File: src/rtl/seq_controller.sv
// seq_controller: multi-cycle sequencer for an 8-entry instruction store.
// It fetches, decodes and steps ADD/AND/LOAD/STORE/NOP through a two-process
// FSM. Every output is registered from the next-state decode, so outputs
// change cleanly on the clock edge and clear at once on reset.
module seq_controller #(
    parameter int unsigned MEM_TIMEOUT = 15,
    parameter bit          WRAP_EN     = 1'b0
) (
    input  logic       clk,
    input  logic       reset,
    input  logic       start,
    output logic [2:0] pc,
    input  logic [7:0] instr,
    output logic [7:0] ir,
    output logic       alu_en,
    output logic       alu_op,
    output logic [1:0] rf_raddr_a,
    output logic [1:0] rf_raddr_b,
    output logic [1:0] rf_waddr,
    output logic       rf_we,
    output logic       rf_wsel,
    output logic       mem_req,
    output logic       mem_we,
    output logic [1:0] mem_addr,
    input  logic       mem_ack,
    output logic       busy,
    output logic       halted,
    output logic       err
);

    typedef enum logic [2:0] {
        ST_IDLE   = 3'd0,
        ST_FETCH  = 3'd1,
        ST_DECODE = 3'd2,
        ST_EXEC   = 3'd3,
        ST_MEM    = 3'd4,
        ST_WB     = 3'd5,
        ST_HALT   = 3'd6
    } state_t;

    localparam logic [1:0] OP_LOAD   = 2'b10;
    localparam logic [1:0] OP_STORE  = 2'b11;
    // Wait-counter value seen on the last MEM cycle allowed without an ack.
    localparam logic [7:0] WAIT_LAST = 8'(MEM_TIMEOUT - 32'd1);

    // State and datapath registers
    state_t     r_state;
    logic [2:0] r_pc;
    logic [7:0] r_ir;
    logic [7:0] r_wait;
    logic       r_err;

    // Registered output strobes
    logic       r_alu_en;
    logic       r_alu_op;
    logic [1:0] r_raddr_a;
    logic [1:0] r_raddr_b;
    logic [1:0] r_waddr;
    logic       r_rf_we;
    logic       r_rf_wsel;
    logic       r_mem_req;
    logic       r_mem_we;
    logic [1:0] r_mem_addr;
    logic       r_busy;
    logic       r_halted;

    // Next-state values
    state_t     w_state_nxt;
    logic [2:0] w_pc_nxt;
    logic [7:0] w_ir_nxt;
    logic [7:0] w_wait_nxt;
    logic       w_err_nxt;

    // Next-cycle output values
    logic       w_alu_en;
    logic       w_alu_op;
    logic [1:0] w_raddr_a;
    logic [1:0] w_raddr_b;
    logic [1:0] w_waddr;
    logic       w_rf_we;
    logic       w_rf_wsel;
    logic       w_mem_req;
    logic       w_mem_we;
    logic [1:0] w_mem_addr;
    logic       w_busy;
    logic       w_halted;

    // Decode of the currently latched instruction (drives sequencing)
    logic [1:0] w_op;
    logic       w_is_nop;
    // Decode of the instruction that will be latched next cycle (drives outputs)
    logic [1:0] w_n_op;
    logic [1:0] w_n_rd;
    logic [1:0] w_n_rs;
    logic [1:0] w_n_maddr;
    // Where "advance" lands: next FETCH, or HALT after the last slot
    logic       w_at_end;
    state_t     w_adv_state;
    logic [2:0] w_adv_pc;

    assign w_op      = r_ir[7:6];
    assign w_is_nop  = (r_ir == 8'h00);
    assign w_n_op    = w_ir_nxt[7:6];
    assign w_n_rd    = w_ir_nxt[5:4];
    assign w_n_rs    = w_ir_nxt[3:2];
    assign w_n_maddr = w_ir_nxt[1:0];

    assign w_at_end    = (r_pc == 3'd7) && (WRAP_EN == 1'b0);
    assign w_adv_state = w_at_end ? ST_HALT : ST_FETCH;
    // With wrapping enabled the 3-bit increment rolls 7 back to 0 by itself.
    assign w_adv_pc    = w_at_end ? 3'd0 : (r_pc + 3'd1);

    // Next-state logic: sequencing, PC/IR update, MEM wait counter and error flag
    always_comb begin
        w_state_nxt = r_state;
        w_pc_nxt    = r_pc;
        w_ir_nxt    = r_ir;
        w_wait_nxt  = r_wait;
        w_err_nxt   = r_err;
        case (r_state)
            ST_IDLE: begin
                if (start) begin
                    w_state_nxt = ST_FETCH;
                    w_pc_nxt    = 3'd0;
                end else begin
                    w_state_nxt = ST_IDLE;
                end
            end
            ST_FETCH: begin
                w_ir_nxt    = instr;
                w_state_nxt = ST_DECODE;
            end
            ST_DECODE: begin
                if (w_is_nop) begin
                    w_state_nxt = w_adv_state;
                    w_pc_nxt    = w_adv_pc;
                end else if (w_op[1] == 1'b0) begin
                    w_state_nxt = ST_EXEC;
                end else begin
                    w_state_nxt = ST_MEM;
                    w_wait_nxt  = 8'd0;
                end
            end
            ST_EXEC: begin
                w_state_nxt = ST_WB;
            end
            ST_MEM: begin
                // An ack wins over a timeout landing on the same cycle.
                if (mem_ack) begin
                    w_wait_nxt = 8'd0;
                    if (w_op == OP_LOAD) begin
                        w_state_nxt = ST_WB;
                    end else begin
                        w_state_nxt = w_adv_state;
                        w_pc_nxt    = w_adv_pc;
                    end
                end else if (r_wait == WAIT_LAST) begin
                    w_wait_nxt  = 8'd0;
                    w_err_nxt   = 1'b1;
                    w_state_nxt = ST_HALT;
                    w_pc_nxt    = 3'd0;
                end else begin
                    w_wait_nxt = r_wait + 8'd1;
                end
            end
            ST_WB: begin
                w_state_nxt = w_adv_state;
                w_pc_nxt    = w_adv_pc;
            end
            ST_HALT: begin
                if (start) begin
                    w_state_nxt = ST_FETCH;
                    w_pc_nxt    = 3'd0;
                    w_err_nxt   = 1'b0;
                end else begin
                    w_state_nxt = ST_HALT;
                end
            end
            default: begin
                w_state_nxt = ST_IDLE;
                w_pc_nxt    = 3'd0;
            end
        endcase
    end

    // Output decode from the next state, so the registered outputs line up with the state
    always_comb begin
        w_alu_en   = 1'b0;
        w_alu_op   = 1'b0;
        w_raddr_a  = 2'd0;
        w_raddr_b  = 2'd0;
        w_waddr    = 2'd0;
        w_rf_we    = 1'b0;
        w_rf_wsel  = 1'b0;
        w_mem_req  = 1'b0;
        w_mem_we   = 1'b0;
        w_mem_addr = 2'd0;
        w_busy     = 1'b0;
        w_halted   = 1'b0;
        case (w_state_nxt)
            ST_FETCH, ST_DECODE: begin
                w_busy = 1'b1;
            end
            ST_EXEC: begin
                w_busy    = 1'b1;
                w_alu_en  = 1'b1;
                w_alu_op  = w_n_op[0];
                w_raddr_a = w_n_rd;
                w_raddr_b = w_n_rs;
            end
            ST_MEM: begin
                w_busy     = 1'b1;
                w_mem_req  = 1'b1;
                w_mem_addr = w_n_maddr;
                if (w_n_op == OP_STORE) begin
                    w_mem_we  = 1'b1;
                    w_raddr_a = w_n_rd;
                end else begin
                    w_mem_we  = 1'b0;
                end
            end
            ST_WB: begin
                w_busy    = 1'b1;
                w_rf_we   = 1'b1;
                w_waddr   = w_n_rd;
                w_rf_wsel = (w_n_op == OP_LOAD);
            end
            ST_HALT: begin
                w_halted = 1'b1;
            end
            default: begin
                w_busy = 1'b0;
            end
        endcase
    end

    // State, datapath and output registers; reset clears everything immediately
    always_ff @(posedge clk or posedge reset) begin
        if (reset) begin
            r_state    <= ST_IDLE;
            r_pc       <= 3'd0;
            r_ir       <= 8'h00;
            r_wait     <= 8'd0;
            r_err      <= 1'b0;
            r_alu_en   <= 1'b0;
            r_alu_op   <= 1'b0;
            r_raddr_a  <= 2'd0;
            r_raddr_b  <= 2'd0;
            r_waddr    <= 2'd0;
            r_rf_we    <= 1'b0;
            r_rf_wsel  <= 1'b0;
            r_mem_req  <= 1'b0;
            r_mem_we   <= 1'b0;
            r_mem_addr <= 2'd0;
            r_busy     <= 1'b0;
            r_halted   <= 1'b0;
        end else begin
            r_state    <= w_state_nxt;
            r_pc       <= w_pc_nxt;
            r_ir       <= w_ir_nxt;
            r_wait     <= w_wait_nxt;
            r_err      <= w_err_nxt;
            r_alu_en   <= w_alu_en;
            r_alu_op   <= w_alu_op;
            r_raddr_a  <= w_raddr_a;
            r_raddr_b  <= w_raddr_b;
            r_waddr    <= w_waddr;
            r_rf_we    <= w_rf_we;
            r_rf_wsel  <= w_rf_wsel;
            r_mem_req  <= w_mem_req;
            r_mem_we   <= w_mem_we;
            r_mem_addr <= w_mem_addr;
            r_busy     <= w_busy;
            r_halted   <= w_halted;
        end
    end

    assign pc         = r_pc;
    assign ir         = r_ir;
    assign err        = r_err;
    assign alu_en     = r_alu_en;
    assign alu_op     = r_alu_op;
    assign rf_raddr_a = r_raddr_a;
    assign rf_raddr_b = r_raddr_b;
    assign rf_waddr   = r_waddr;
    assign rf_we      = r_rf_we;
    assign rf_wsel    = r_rf_wsel;
    assign mem_req    = r_mem_req;
    assign mem_we     = r_mem_we;
    assign mem_addr   = r_mem_addr;
    assign busy       = r_busy;
    assign halted     = r_halted;

endmodule

File: config.mk
export PLATFORM = sky130hd
export DESIGN_NAME = seq_controller
export DESIGN_NICKNAME = d
export VERILOG_FILES = /design/src/rtl/seq_controller.sv
export SDC_FILE = /design/constraint.sdc
export NUM_CORES = 1
export LEC_CHECK = 0
export CAP_MARGIN = 30
export CORE_ASPECT_RATIO = 1.4
export CORE_UTILIZATION = 25
export CTS_CLUSTER_DIAMETER = 60
export DETAILED_ROUTE_END_ITERATION = 10
export GPL_ROUTABILITY_DRIVEN = 0
export PLACE_DENSITY_LB_ADDON = 0.2
export SYNTH_ARGS = -nofsm -noshare
export SYNTH_HDL_FRONTEND = slang
export SYNTH_SLANG_ARGS = --single-unit
File: constraint.sdc
create_clock -name clk -period 2 [get_ports clk]
set_input_delay 0.2 -clock clk [delete_from_list [all_inputs] [get_ports clk]]
set_output_delay 0.2 -clock clk [all_outputs]
set_load 0.05 [all_outputs]
Yosys cells after proc, flatten, opt, wreduce, memory -nomap -nowiden
Cells that the tools add are included.
Widths: inputs -> output; s select.
{"block": "word_totals", "regBits": 39, "inputBits": 12, "word_cells": 96}
{"block": "classes", "add_sub_neg": 2, "n_eq_ne": 26, "mux": 40, "bitwise": 1, "reduce_logical": 10}
{"op": "$mux 8", "count": 5}
{"op": "$mux 3", "count": 13}
{"op": "$eq 3x3->1 const B", "count": 7}
{"op": "$pmux 3 s7", "count": 1}
{"op": "$pmux 8 s2", "count": 1}
{"op": "$pmux 3 s5", "count": 1}
{"op": "$mux 1", "count": 13}
{"op": "$eq 3x2->1 const B", "count": 4}
{"op": "$ne 2x2->1 const B", "count": 6}
{"op": "$add 8x1->8 const B", "count": 1}
{"op": "$eq 8x4->1 const B", "count": 1}
{"op": "$logic_not 8->1", "count": 1}
{"op": "$mux 2", "count": 4}
{"op": "$eq 2x2->1 const B", "count": 3}
{"op": "$eq 3x1->1 const B", "count": 2}
{"op": "$ne 3x3->1 const B", "count": 2}
{"op": "$reduce_and 5->1", "count": 1}
{"op": "$reduce_or 5->1", "count": 1}
{"op": "$pmux 2 s2", "count": 1}
{"op": "$reduce_and 4->1", "count": 1}
{"op": "$reduce_bool 2->1", "count": 2}
{"op": "$reduce_or 2->1", "count": 2}
{"op": "$add 3x1->3 const B", "count": 1}
{"op": "$logic_not 3->1", "count": 1}
{"op": "other kinds (4)", "count": 4}

Longest topological paths before layout
{"block": "depth", "depth_word": 8, "ltp_mapped": 9}

Worst setup path after synthesis
No wires, ideal clock.
{"block": "synth_path", "kind": "reg-to-reg", "start": "register r_pc[1], in the netlist pc[1]", "end": "register r_raddr_a[0], in the netlist rf_raddr_a[0]", "setup_ns": 0.101, "t_arrival_ns": 2.232, "t_required_ns": 1.899, "setup_slack_ns": -0.333, "path_stages_with_launch": 10, "synth_period_minus_slack_ns": 2.333, "cell_sequence": "dfrtp_1 > ha_1 > ha_1 > inv_1 > a211o_1 > a32oi_1 > and2_1 > buf_4 > inv_2 > o32ai_1"}
{"block": "synth_between", "elab_chain_cells": 7, "elab_cells_between_ends": 9, "classes_between": "eq/ne (3); mux (6)"}
{"element": "from (decl)", "line_no": "48", "text": "logic [2:0] r_pc;"}
{"element": "from (signal assigned)", "line_no": "259", "text": "r_pc <= w_pc_nxt;"}
{"element": "$eq 3x3->1 *", "line_no": "108", "text": "assign w_at_end = (r_pc == 3'd7) && (WRAP_EN == 1'b0);"}
{"element": "$mux 3 *", "line_no": "109", "text": "assign w_adv_state = w_at_end ? ST_HALT : ST_FETCH;"}
{"element": "$mux 3", "line_no": "151", "text": "if (w_op == OP_LOAD) begin"}
{"element": "$mux 3", "line_no": "149", "text": "if (mem_ack) begin"}
{"element": "$pmux 3 s7 *", "line_no": "120", "text": "case (r_state)"}
{"element": "via w_state_nxt[0]", "line_no": "68", "text": "state_t w_state_nxt;"}
{"element": "$eq 3x3->1 / $eq 3x2->1 (equally long branches)", "line_no": "200", "text": "case (w_state_nxt)"}
{"element": "$pmux 2 s2 *", "line_no": "200"}
{"element": "via w_raddr_a[0]", "line_no": "77", "text": "logic [1:0] w_raddr_a;"}
{"element": "to (signal assigned)", "line_no": "265", "text": "r_raddr_a <= w_raddr_a;"}
{"element": "to (decl)", "line_no": "56", "text": "logic [1:0] r_raddr_a;"}
The timed path passes the listed nets; every way through them passes the cells marked *.
A chain may end at the register's enable or synchronous reset.

Worst setup path in the final report
{"block": "layout_path", "start": "register r_ir[4], in the netlist ir[4]", "end": "register r_raddr_a[1], in the netlist rf_raddr_a[1]"}
{"block": "layout_between", "elab_chain_cells": 5, "elab_cells_between_ends": 6, "classes_between": "eq/ne (2); mux (3); reduce/logical (1)"}
{"element": "from (decl)", "line_no": "49", "text": "logic [7:0] r_ir;"}
{"element": "from (signal assigned)", "line_no": "260", "text": "r_ir <= w_ir_nxt;"}
{"element": "$logic_not 8->1 *", "line_no": "102", "text": "assign w_is_nop = (r_ir == 8'h00);"}
{"element": "$mux 3 *", "line_no": "134", "text": "if (w_is_nop) begin"}
{"element": "$pmux 3 s7 *", "line_no": "120"}
{"element": "$eq 3x3->1 / $eq 3x2->1 (equally long branches)", "line_no": "200"}
{"element": "$pmux 2 s2 *", "line_no": "200"}
{"element": "via w_raddr_a[1]", "line_no": "77"}
Marks and branches as above.

==> results.json <==
{
  "dr.pass1.iters": 4,
  "min_period_over_period_pct": 101,
  "dieArea_um2": 8160,
  "timing.critical_path.buf_inv": 1,
  "finalClockSkew_ns": 0.00774,
  "fin_crit_ns": 2.02,
  "vias": 1639,
  "ios": 40,
  "numCtsBuffers": 5,
  "slew_headroom_pct": 66.0,
  "tightestPinTransition_ns": 0.508,
  "grt_pass1_vias": 1747,
  "cts_tree": "yes",
  "placed_area_um2": 2690,
  "max-clock-path-buffers": 2,
  "ys.warnings.count": 0,
  "rsz0062_at_grt": "true",
  "grt_first_pass_wirelength_um": 8620,
  "cts_sinks": 39,
  "drc": 0,
  "path_max_fanout": 8,
  "cp_slowest_stage_delay_ns": 0.58,
  "areaGrowthSynthToFinish_pct": 45.3,
  "path_cells": "or4_4 -> nor3_4 -> o311ai_2 -> a21o_1 -> buf_12 -> o32ai_2",
  "cp_slowest_cell": "or4_4",
  "root_buffer": "clkbuf_8",
  "setup_slack_ns": -0.0155,
  "grt-ovfl-total": 0,
  "synth-main-ff-cell": "dfrtp_1",
  "p_per_area_nw_per_um2": 1690,
  "crit_family": "simple AND/OR/NAND/NOR gates",
  "final_common_cell": "clkdlybuf4s50_1",
  "tns_ns": -0.0254,
  "drt-total-wl_um": 4950,
  "layout_common_cells": "38 x clkdlybuf4s50_1, 32 x dfrtp_1, 31 x buf_4",
  "synth_cells": 185,
  "ys_seq_area_share_pct": 50.0,
  "drt_iter0_markers": 117,
  "crit_arrival_ns": 2.21,
  "synth_nets": 201,
  "grt_max_degree": 40,
  "avgSynthCellArea_um2": 10.5,
  "irDropWorstVdd_mv": 0.982,
  "n_fill_cell": 753,
  "status": "finished with violations",
  "ant_nets": 0,
  "track_usage_pct": 13.2,
  "vias_per_cell": 4.66,
  "hold_violations": 0,
  "holdBufCountCts": 0,
  "async_reset_ff_share_pct": 100,
  "critPathKind": "register to register",
  "final_cell_area_um2": 2840,
  "nets": 270,
  "hp-class": "input pin to asynchronous set/reset pin",
  "num_antenna_cells": 0,
  "die-width_um": 76.7,
  "antenna_found_initial": 0,
  "hpwl_um": 3590,
  "wl_per_cell_um": 14.0,
  "rows": 37,
  "synth_seq_cells": 39,
  "crit_path_start_kind": "register",
  "htree_levels": 2,
  "drive_gt1_share_pct": 28.6,
  "synth_edf_count": 0,
  "slew_violations": 0,
  "fin_util_pct": 38.0,
  "crit_start": "ir[4]$_DFF_PP0_",
  "io_buffers": 39,
  "setup_violations": 2,
  "reg2reg_from": "ir[4]$_DFF_PP0_",
  "floorplan.initialDensity_pct": 26.2,
  "max_freq_mhz": 496,
  "endpoint_kind": "register",
  "netlist-cell-type-count": 49,
  "die_height_um": 107,
  "core_area_um2": 7450,
  "p_leak_uw": 0.00121,
  "maxCapViolCount": 0,
  "clk_latency_ns": 0.29,
  "synthesis.area_um2": 1950,
  "violations": "setup timing",
  "worst-endpoint-required_ns": 2.20,
  "clkTransAtPathRegs_ns": 0.08
}
-- registers in the layout, indices dropped and copies added (netlist names), 2 cells and up --
signal      flops
pc              3
rf_waddr        2
r_state         3
r_wait          8
mem_addr        2
ir              8
rf_raddr_b      2
rf_raddr_a      2
-- worst paths after layout --
path	cells past startpoint	slack (ns)	end
max	6	-0.02	rf_raddr_a[1]$_DFF_PP0_
min	3	0.33	ir[5]$_DFF_PP0_
max reg2reg	6	-0.02	rf_raddr_a[1]$_DFF_PP0_
min reg2reg	1	0.53	r_wait[3]$_DFFE_PP0P_
max in group asynchronous	3	1.28	ir[2]$_DFF_PP0_
min in group clk	1	0.53	r_wait[3]$_DFFE_PP0P_
-- routing by layer --
metal | share of wire, % | vias to the layer above | GRT usage [%]
met1 | 47 | 795 | 17.1
met4 | 1.4 | 0 | 4.26
met2 | 49 | 41 | 22.0
li1 | - | 797 | -
met3 | 2.9 | 6 | 2.58
met5 | 0 | - | 0
-- logic make-up (layout without fill, tap and decap cells) --
family	Yosys count	in the layout	share of synthesized area, %
buffers and inverters	20	90	4.55
DFF	39	39	50.0
muxes	12	12	6.54
xor gates and xnor gates	2	2	0.898
adders and majority gates	4	4	2.57
and+or+nand+nor	70	70	21.1
AOI/OAI and AO/OA	38	38	14.3
-- cell type report --
cell class	count	area [µm²]	area share, %
clock buffer	7	76.3	2.69
clock inverter	1	5.00	0.177
inverter	12	45.0	1.59
multi-input combinational	126	970	34.2
sequential	39	985	34.7
tap	97	121	4.28
timing repair buffer	70	633	22.3
-- timing repair --
item                       4_1_cts  5_1_grt
resized for setup                1       10
setup buffers                    2        1
hold endpoints to repair         0        0
setup endpoints to repair        6       14
pin swaps                        5        1
-- power by group --
part           internal [µW]  leakage (µW)  switching [µW]
combinational           1240      0.000674            1750
clock                    245     0.0000422             277
sequential              1070      0.000499             220
-- synth_stat cells, types with 5 or more instances --
cell / n / area share (%)
nand2b_1: 6 / 1.9
nor2_1: 11 / 2.1
and2_1: 5 / 1.6
nor3_1: 5 / 1.3
dfrtp_1: 39 / 50
nand3_1: 5 / 1.3
inv_1: 10 / 1.9
o21ai_0: 12 / 3.1
mux2i_1: 6 / 3.1
mux2_2: 6 / 3.5
nand2_1: 16 / 3.1
-- worst reg2reg max path, delay by kind of cell (launching register included) --
family | cells | cell delay [ns]
and+or+nand+nor | 2 | 0.80
AOI/OAI and AO/OA | 3 | 0.56
buffers and inverters | 1 | 0.17
DFF | 1 | 0.40
-- metrics by stage --
step                hold slack [ns]  instances  worst slack (ns)  power (µW)
finish                        0.334        352           -0.0155        4800
CTS                           0.363        351           -0.0153        4730
detailed placement            0.519        341           -0.0628        4150
global route                  0.393        352            -0.120        5120
floorplan                     0.361        185           -0.0822        3060
global placement              0.516        341           -0.0130        4160
Note: power is estimated with default switching activity, not from simulation.
